File: src/rtl/iobus_req_port.sv
// Fast-side I/O-bus requester: launches one IORDREQ/IOWRREQ per CPU cycle and tracks it via synchronized IOACT/IOBERR.
// Optional posted writes are enabled by defining IOBUS_POSTED_WRITE_EN.
module iobus_req_port #(
    parameter int SYNC_STAGES = 2
) (
    input  logic CLK,
    input  logic RES,
    input  logic CPU_REQ,
    input  logic CPU_WR,
    input  logic CPU_LDS,
    input  logic CPU_UDS,
    output logic CPU_ACK,
    output logic CPU_BERR,
    output logic WBERR,
    input  logic WBERR_CLR,
    output logic BUSY,
    output logic ALE0S,
    output logic IORDREQ,
    output logic IOWRREQ,
    output logic IOLDS,
    output logic IOUDS,
    input  logic IOACT,
    input  logic IOBERR
);

    typedef enum logic [1:0] {IDLE, REQ, ACT, DONE} state_t;

`ifdef IOBUS_POSTED_WRITE_EN
    localparam bit POSTED_EN = 1'b1;
`else
    localparam bit POSTED_EN = 1'b0;
`endif

    state_t state_reg, state_next;
    logic [SYNC_STAGES-1:0] act_sync_reg, berr_sync_reg;
    logic [2:0] settle_reg, settle_next;
    logic armed_reg, armed_next;
    logic ack_reg, ack_next;
    logic cpu_berr_reg, cpu_berr_next;
    logic wberr_reg, wberr_next;
    logic busy_reg, busy_next;
    logic ale_reg, ale_next;
    logic rdreq_reg, rdreq_next;
    logic wrreq_reg, wrreq_next;
    logic lds_reg, lds_next;
    logic uds_reg, uds_next;
    logic berracc_reg, berracc_next;
    logic posted_reg, posted_next;
    logic wberr_set;
    logic act_s, berr_s, settle_done;

    assign act_s  = act_sync_reg[SYNC_STAGES-1];
    assign berr_s = berr_sync_reg[SYNC_STAGES-1];
    // The chains restart empty after reset, so ACTs means nothing until they have refilled.
    assign settle_done = (settle_reg == 3'(SYNC_STAGES));

    always_comb begin
        state_next    = state_reg;
        armed_next    = armed_reg | ~CPU_REQ;
        ack_next      = 1'b0;
        cpu_berr_next = 1'b0;
        busy_next     = busy_reg;
        ale_next      = ale_reg;
        rdreq_next    = rdreq_reg;
        wrreq_next    = wrreq_reg;
        lds_next      = lds_reg;
        uds_next      = uds_reg;
        berracc_next  = berracc_reg;
        posted_next   = posted_reg;
        wberr_set     = 1'b0;
        settle_next   = settle_done ? settle_reg : settle_reg + 3'd1;
        case (state_reg)
            IDLE: begin
                if (CPU_REQ && armed_reg && !act_s && settle_done) begin
                    ale_next     = 1'b0;
                    lds_next     = CPU_LDS;
                    uds_next     = CPU_UDS;
                    rdreq_next   = ~CPU_WR;
                    wrreq_next   = CPU_WR;
                    busy_next    = 1'b1;
                    berracc_next = 1'b0;
                    posted_next  = POSTED_EN & CPU_WR;
                    ack_next     = POSTED_EN & CPU_WR;
                    state_next   = REQ;
                end
            end
            REQ: begin
                if (act_s) begin
                    rdreq_next = 1'b0;
                    wrreq_next = 1'b0;
                    state_next = ACT;
                end
            end
            ACT: begin
                berracc_next = berracc_reg | berr_s;
                if (!act_s) begin
                    state_next = DONE;
                end
            end
            DONE: begin
                ale_next   = 1'b1;
                busy_next  = 1'b0;
                state_next = IDLE;
                if (posted_reg) begin
                    wberr_set = berracc_reg | berr_s;
                end else begin
                    ack_next      = 1'b1;
                    cpu_berr_next = berracc_reg | berr_s;
                end
            end
            default: state_next = IDLE;
        endcase
        if (ack_next) begin
            armed_next = 1'b0;
        end
    end

`ifdef IOBUS_POSTED_WRITE_EN
    always_comb begin
        wberr_next = wberr_reg;
        if (WBERR_CLR) begin
            wberr_next = 1'b0;
        end else if (wberr_set) begin
            wberr_next = 1'b1;
        end
    end
`else
    logic unused_wberr;
    assign unused_wberr = WBERR_CLR | wberr_set | wberr_reg;
    always_comb begin
        wberr_next = 1'b0;
    end
`endif

    always_ff @(posedge CLK) begin
        if (RES) begin
            state_reg     <= IDLE;
            act_sync_reg  <= '0;
            berr_sync_reg <= '0;
            settle_reg    <= 3'd0;
            armed_reg     <= 1'b1;
            ack_reg       <= 1'b0;
            cpu_berr_reg  <= 1'b0;
            wberr_reg     <= 1'b0;
            busy_reg      <= 1'b0;
            ale_reg       <= 1'b1;
            rdreq_reg     <= 1'b0;
            wrreq_reg     <= 1'b0;
            lds_reg       <= 1'b0;
            uds_reg       <= 1'b0;
            berracc_reg   <= 1'b0;
            posted_reg    <= 1'b0;
        end else begin
            state_reg     <= state_next;
            act_sync_reg  <= {act_sync_reg[SYNC_STAGES-2:0], IOACT};
            berr_sync_reg <= {berr_sync_reg[SYNC_STAGES-2:0], IOBERR};
            settle_reg    <= settle_next;
            armed_reg     <= armed_next;
            ack_reg       <= ack_next;
            cpu_berr_reg  <= cpu_berr_next;
            wberr_reg     <= wberr_next;
            busy_reg      <= busy_next;
            ale_reg       <= ale_next;
            rdreq_reg     <= rdreq_next;
            wrreq_reg     <= wrreq_next;
            lds_reg       <= lds_next;
            uds_reg       <= uds_next;
            berracc_reg   <= berracc_next;
            posted_reg    <= posted_next;
        end
    end

    assign CPU_ACK  = ack_reg;
    assign CPU_BERR = cpu_berr_reg;
    assign WBERR    = wberr_reg;
    assign BUSY     = busy_reg;
    assign ALE0S    = ale_reg;
    assign IORDREQ  = rdreq_reg;
    assign IOWRREQ  = wrreq_reg;
    assign IOLDS    = lds_reg;
    assign IOUDS    = uds_reg;

endmodule

File: config.mk
export PLATFORM = sky130hd
export DESIGN_NAME = iobus_req_port
export DESIGN_NICKNAME = d
export VERILOG_FILES = /design/src/rtl/iobus_req_port.sv
export SDC_FILE = /design/constraint.sdc
export NUM_CORES = 1
export LEC_CHECK = 0
export ABC_CLOCK_PERIOD_IN_PS = 1400
export CAP_MARGIN = 10
export CELL_PAD_IN_SITES_DETAIL_PLACEMENT = 1
export CELL_PAD_IN_SITES_GLOBAL_PLACEMENT = 2
export CORE_MARGIN = 4
export CORE_UTILIZATION = 28
export CTS_CLUSTER_DIAMETER = 60
export DETAILED_ROUTE_END_ITERATION = 6
export GPL_TIMING_DRIVEN = 0
export HOLD_SLACK_MARGIN = 0.1
export PLACE_DENSITY_LB_ADDON = 0.05
export SLEW_MARGIN = 30
export SYNTH_ARGS = -nofsm -noshare
export SYNTH_HDL_FRONTEND = slang
export SYNTH_SLANG_ARGS = --single-unit
export TNS_END_PERCENT = 30
File: constraint.sdc
create_clock -name CLK -period 1.4 [get_ports CLK]
set_clock_uncertainty 0.2 [all_clocks]
set_input_delay 0.21 -clock CLK [delete_from_list [all_inputs] [get_ports CLK]]
set_output_delay 0.21 -clock CLK [all_outputs]
set_load 0.03 [all_outputs]
==> impl_metrics.yaml <==
outcome:
  status: "finished with violations"
  violations: "setup timing"
placed_design:
  dpl.hpwl_mm: 1.37
  gp_congestion: 0.617
  dp_slack_ns: -0.387
  port_buffers: 15
  place_inst: 145
setup_path:
  worst-r2r-cell-count: 6
  start_kind: "register"
  cp.required_ns: 1.41
  end_kind: "register"
  r2r_slack_ns: -0.09
  critical_path_arrival_ns: 1.50
  r2r_start: "state_reg[1]$_SDFFE_PP0P_"
  endpoint: "state_reg[0]$_SDFFE_PP0P_"
  r2r-end: "state_reg[0]$_SDFFE_PP0P_"
  cp_max_fo: 3
  critPathKind: "reg -> reg"
  crit_path_start: "state_reg[1]$_SDFFE_PP0P_"
logic_synthesis:
  postSynthAreaPerCell_um2: 10.4
  syn_nets: 102
  ys.flop_type: "dfxtp_1"
  synth_top_area_cell: "dfxtp_1"
  ys_ff_latch: 19
  yosys-top-cells-area: "dfxtp_1 42%, ha_1 9.8%, mux2i_1 6.7%"
  async_flop_share: 0
  synthCells: 86
  synth.top_cell.area_share: 0.424
  seq_area_frac_synth: 0.424
  synth-edff-count: 0
  ys.warnings.count: 0
  yosysMostFrequentCell: "dfxtp_1"
  netlist_top_cells_count: "19 x dfxtp_1, 7 x ha_1, 7 x nor2b_1"
  yosysUniqueCellTypes: 32
  synth_area_um2: 897
detailed_routing:
  drcViolationCount: 0
  routedWlPerCell_um: 12.0
  firstDrtPassIters: 3
  drt-initial-drc-count: 13
  wl_mm: 1.89
  via_count: 676
  via_per_inst: 4.28
  ant_nets: 0
layout:
  antenna_cells: 0
  final_util: 0.406
  nets: 131
  drive_gt1_frac: 0.421
  instances_no_fill: 158
  largest_register_ff_count: 3
  syn2layout_area_growth_pct: 38.1
clocking:
  root_buffer: "clkbuf_4"
  clk_pin_slew_ns: 0.10
  clock-sinks: 19
  cts_buffer_depth: 2
  numCtsBuffers: 3
  htree_levels: 1
  insertion_delay_ns: 0.29
  cts_tree: "done"
timing:
  post-route-min-period_ns: 1.49
  maxSlewViolCount: 0
  fin_crit_sh: 1.07
  fin_setup_tns_ns: -0.255
  fmax_mhz: 670
  worst_slack_ns: -0.0933
  hold_violations: 0
  rsz0062_at_grt: "true"
  setup_viol: 5
hold_path:
  hold_class: "reg -> reg"
  min_path_cells: 1
grt:
  grt_pass1_vias: 730
  grt_antenna_before_repair: 0
  gr-total-overflow: 0
  grt_max_degree: 11
  grt_pass1_wl_mm: 3.30
  grt_usage: 0.102
floorplan:
  core_area_um2: 3050
  dieArea_um2: 4170
  num_rows: 20
  initial_utilization: 0.294
  dieHeight_um: 64.6
  pin_count: 18
  die_x_um: 64.6
run:
  drv_cap: 0
pwr:
  p_total_mw: 1.91
  peakVddDrop_uv: 427
  cellPowerDensity_nw_per_um2: 1540
  p_leak_nw: 0.514
-- per-stage QoR --
stage          hold slack, ns  cell area [um2]
2_1_floorplan          0.0935              941
3_3_place_gp            0.222             1150
3_5_place_dp            0.233             1150
4_1_cts                 0.252             1240
5_1_grt                 0.264             1240
6_report                0.248             1240
-- metal layers --
metal | routed length (um) | global-route usage | part of all wire
met1 | 824 | 0.124 | 0.44
met2 | 984 | 0.173 | 0.52
met3 | 68 | 0.0243 | 0.036
met4 | 12 | 0.0396 | 0.0064
met5 | 0 | 0 | 0
-- how the worst min path moves through the flow --
stage                                             end                         from  slack, ns
after floorplan                    CPU_ACK$_SDFF_PP0_                          RES       0.09
after global placement    berr_sync_reg[1]$_SDFF_PP0_  berr_sync_reg[0]$_SDFF_PP0_       0.22
after detailed placement   act_sync_reg[1]$_SDFF_PP0_   act_sync_reg[0]$_SDFF_PP0_       0.23
after CTS                  act_sync_reg[1]$_SDFF_PP0_   act_sync_reg[0]$_SDFF_PP0_       0.25
after global routing       act_sync_reg[1]$_SDFF_PP0_   act_sync_reg[0]$_SDFF_PP0_       0.26
final                      act_sync_reg[1]$_SDFF_PP0_   act_sync_reg[0]$_SDFF_PP0_       0.25
-- final cells by class --
cell class              instances  area [um2]
fillers                       372        1810
flip-flops and latches         19         389
well taps                      44        55.1
inverters                       6        30.0
multi-input cells              57         526
plain buffers                   3        17.5
repair buffers                 25         195
clock buffers                   4        26.3
-- worst max-delay path, stage by stage, from the launching register on --
cell and delay [ns]:
dfxtp_2 0.37, inv_4 0.05, ha_4 0.16, nor2b_4 0.13
a211oi_2 0.21, a21oi_2 0.07, a221oi_2 0.22
-- cells in the final DEF (no fill, tap or decap), types with 3 or more instances in the layout --
cell type / netlist / routed
dfxtp_2: 0 / 4
buf_4: 1 / 10
mux2i_1: 6 / 6
nand2b_1: 3 / 3
a21oi_1: 4 / 4
inv_4: 0 / 3
clkdlybuf4s50_1: 0 / 7
dfxtp_1: 19 / 14
nor2_1: 5 / 5
o21bai_1: 3 / 3
nor2b_1: 7 / 6
ha_1: 7 / 3
clkbuf_2: 0 / 3
buf_2: 1 / 6
ha_4: 0 / 3
clkbuf_4: 0 / 3
-- logic make-up after synthesis --
| logic type | after synthesis | share of synthesized area |
|---|---|---|
| compound gates | 16 | 0.134 |
| xor+xnor | 1 | 0.00976 |
| fa+ha+maj | 7 | 0.0976 |
| buf+inv | 10 | 0.0558 |
| flops | 19 | 0.424 |
| mux | 6 | 0.0669 |
| other cells | 1 | 0.00418 |
| simple gates | 26 | 0.208 |
-- report_power, final --
part	total, mW	switching, mW	internal (mW)
registers	0.713	0.0716	0.641
logic	0.925	0.470	0.454
clock network	0.274	0.163	0.111
-- what timing repair did --
action / in CTS / in global routing
hold buffers: 0 / 0
pin swaps: 3 / 4
setup buffers: 7 / 3
cloned: 0 / 0
gates resized for setup: 29 / 16
setup endpoints to repair: 21 / 18
(Power assumes the default switching activity.)
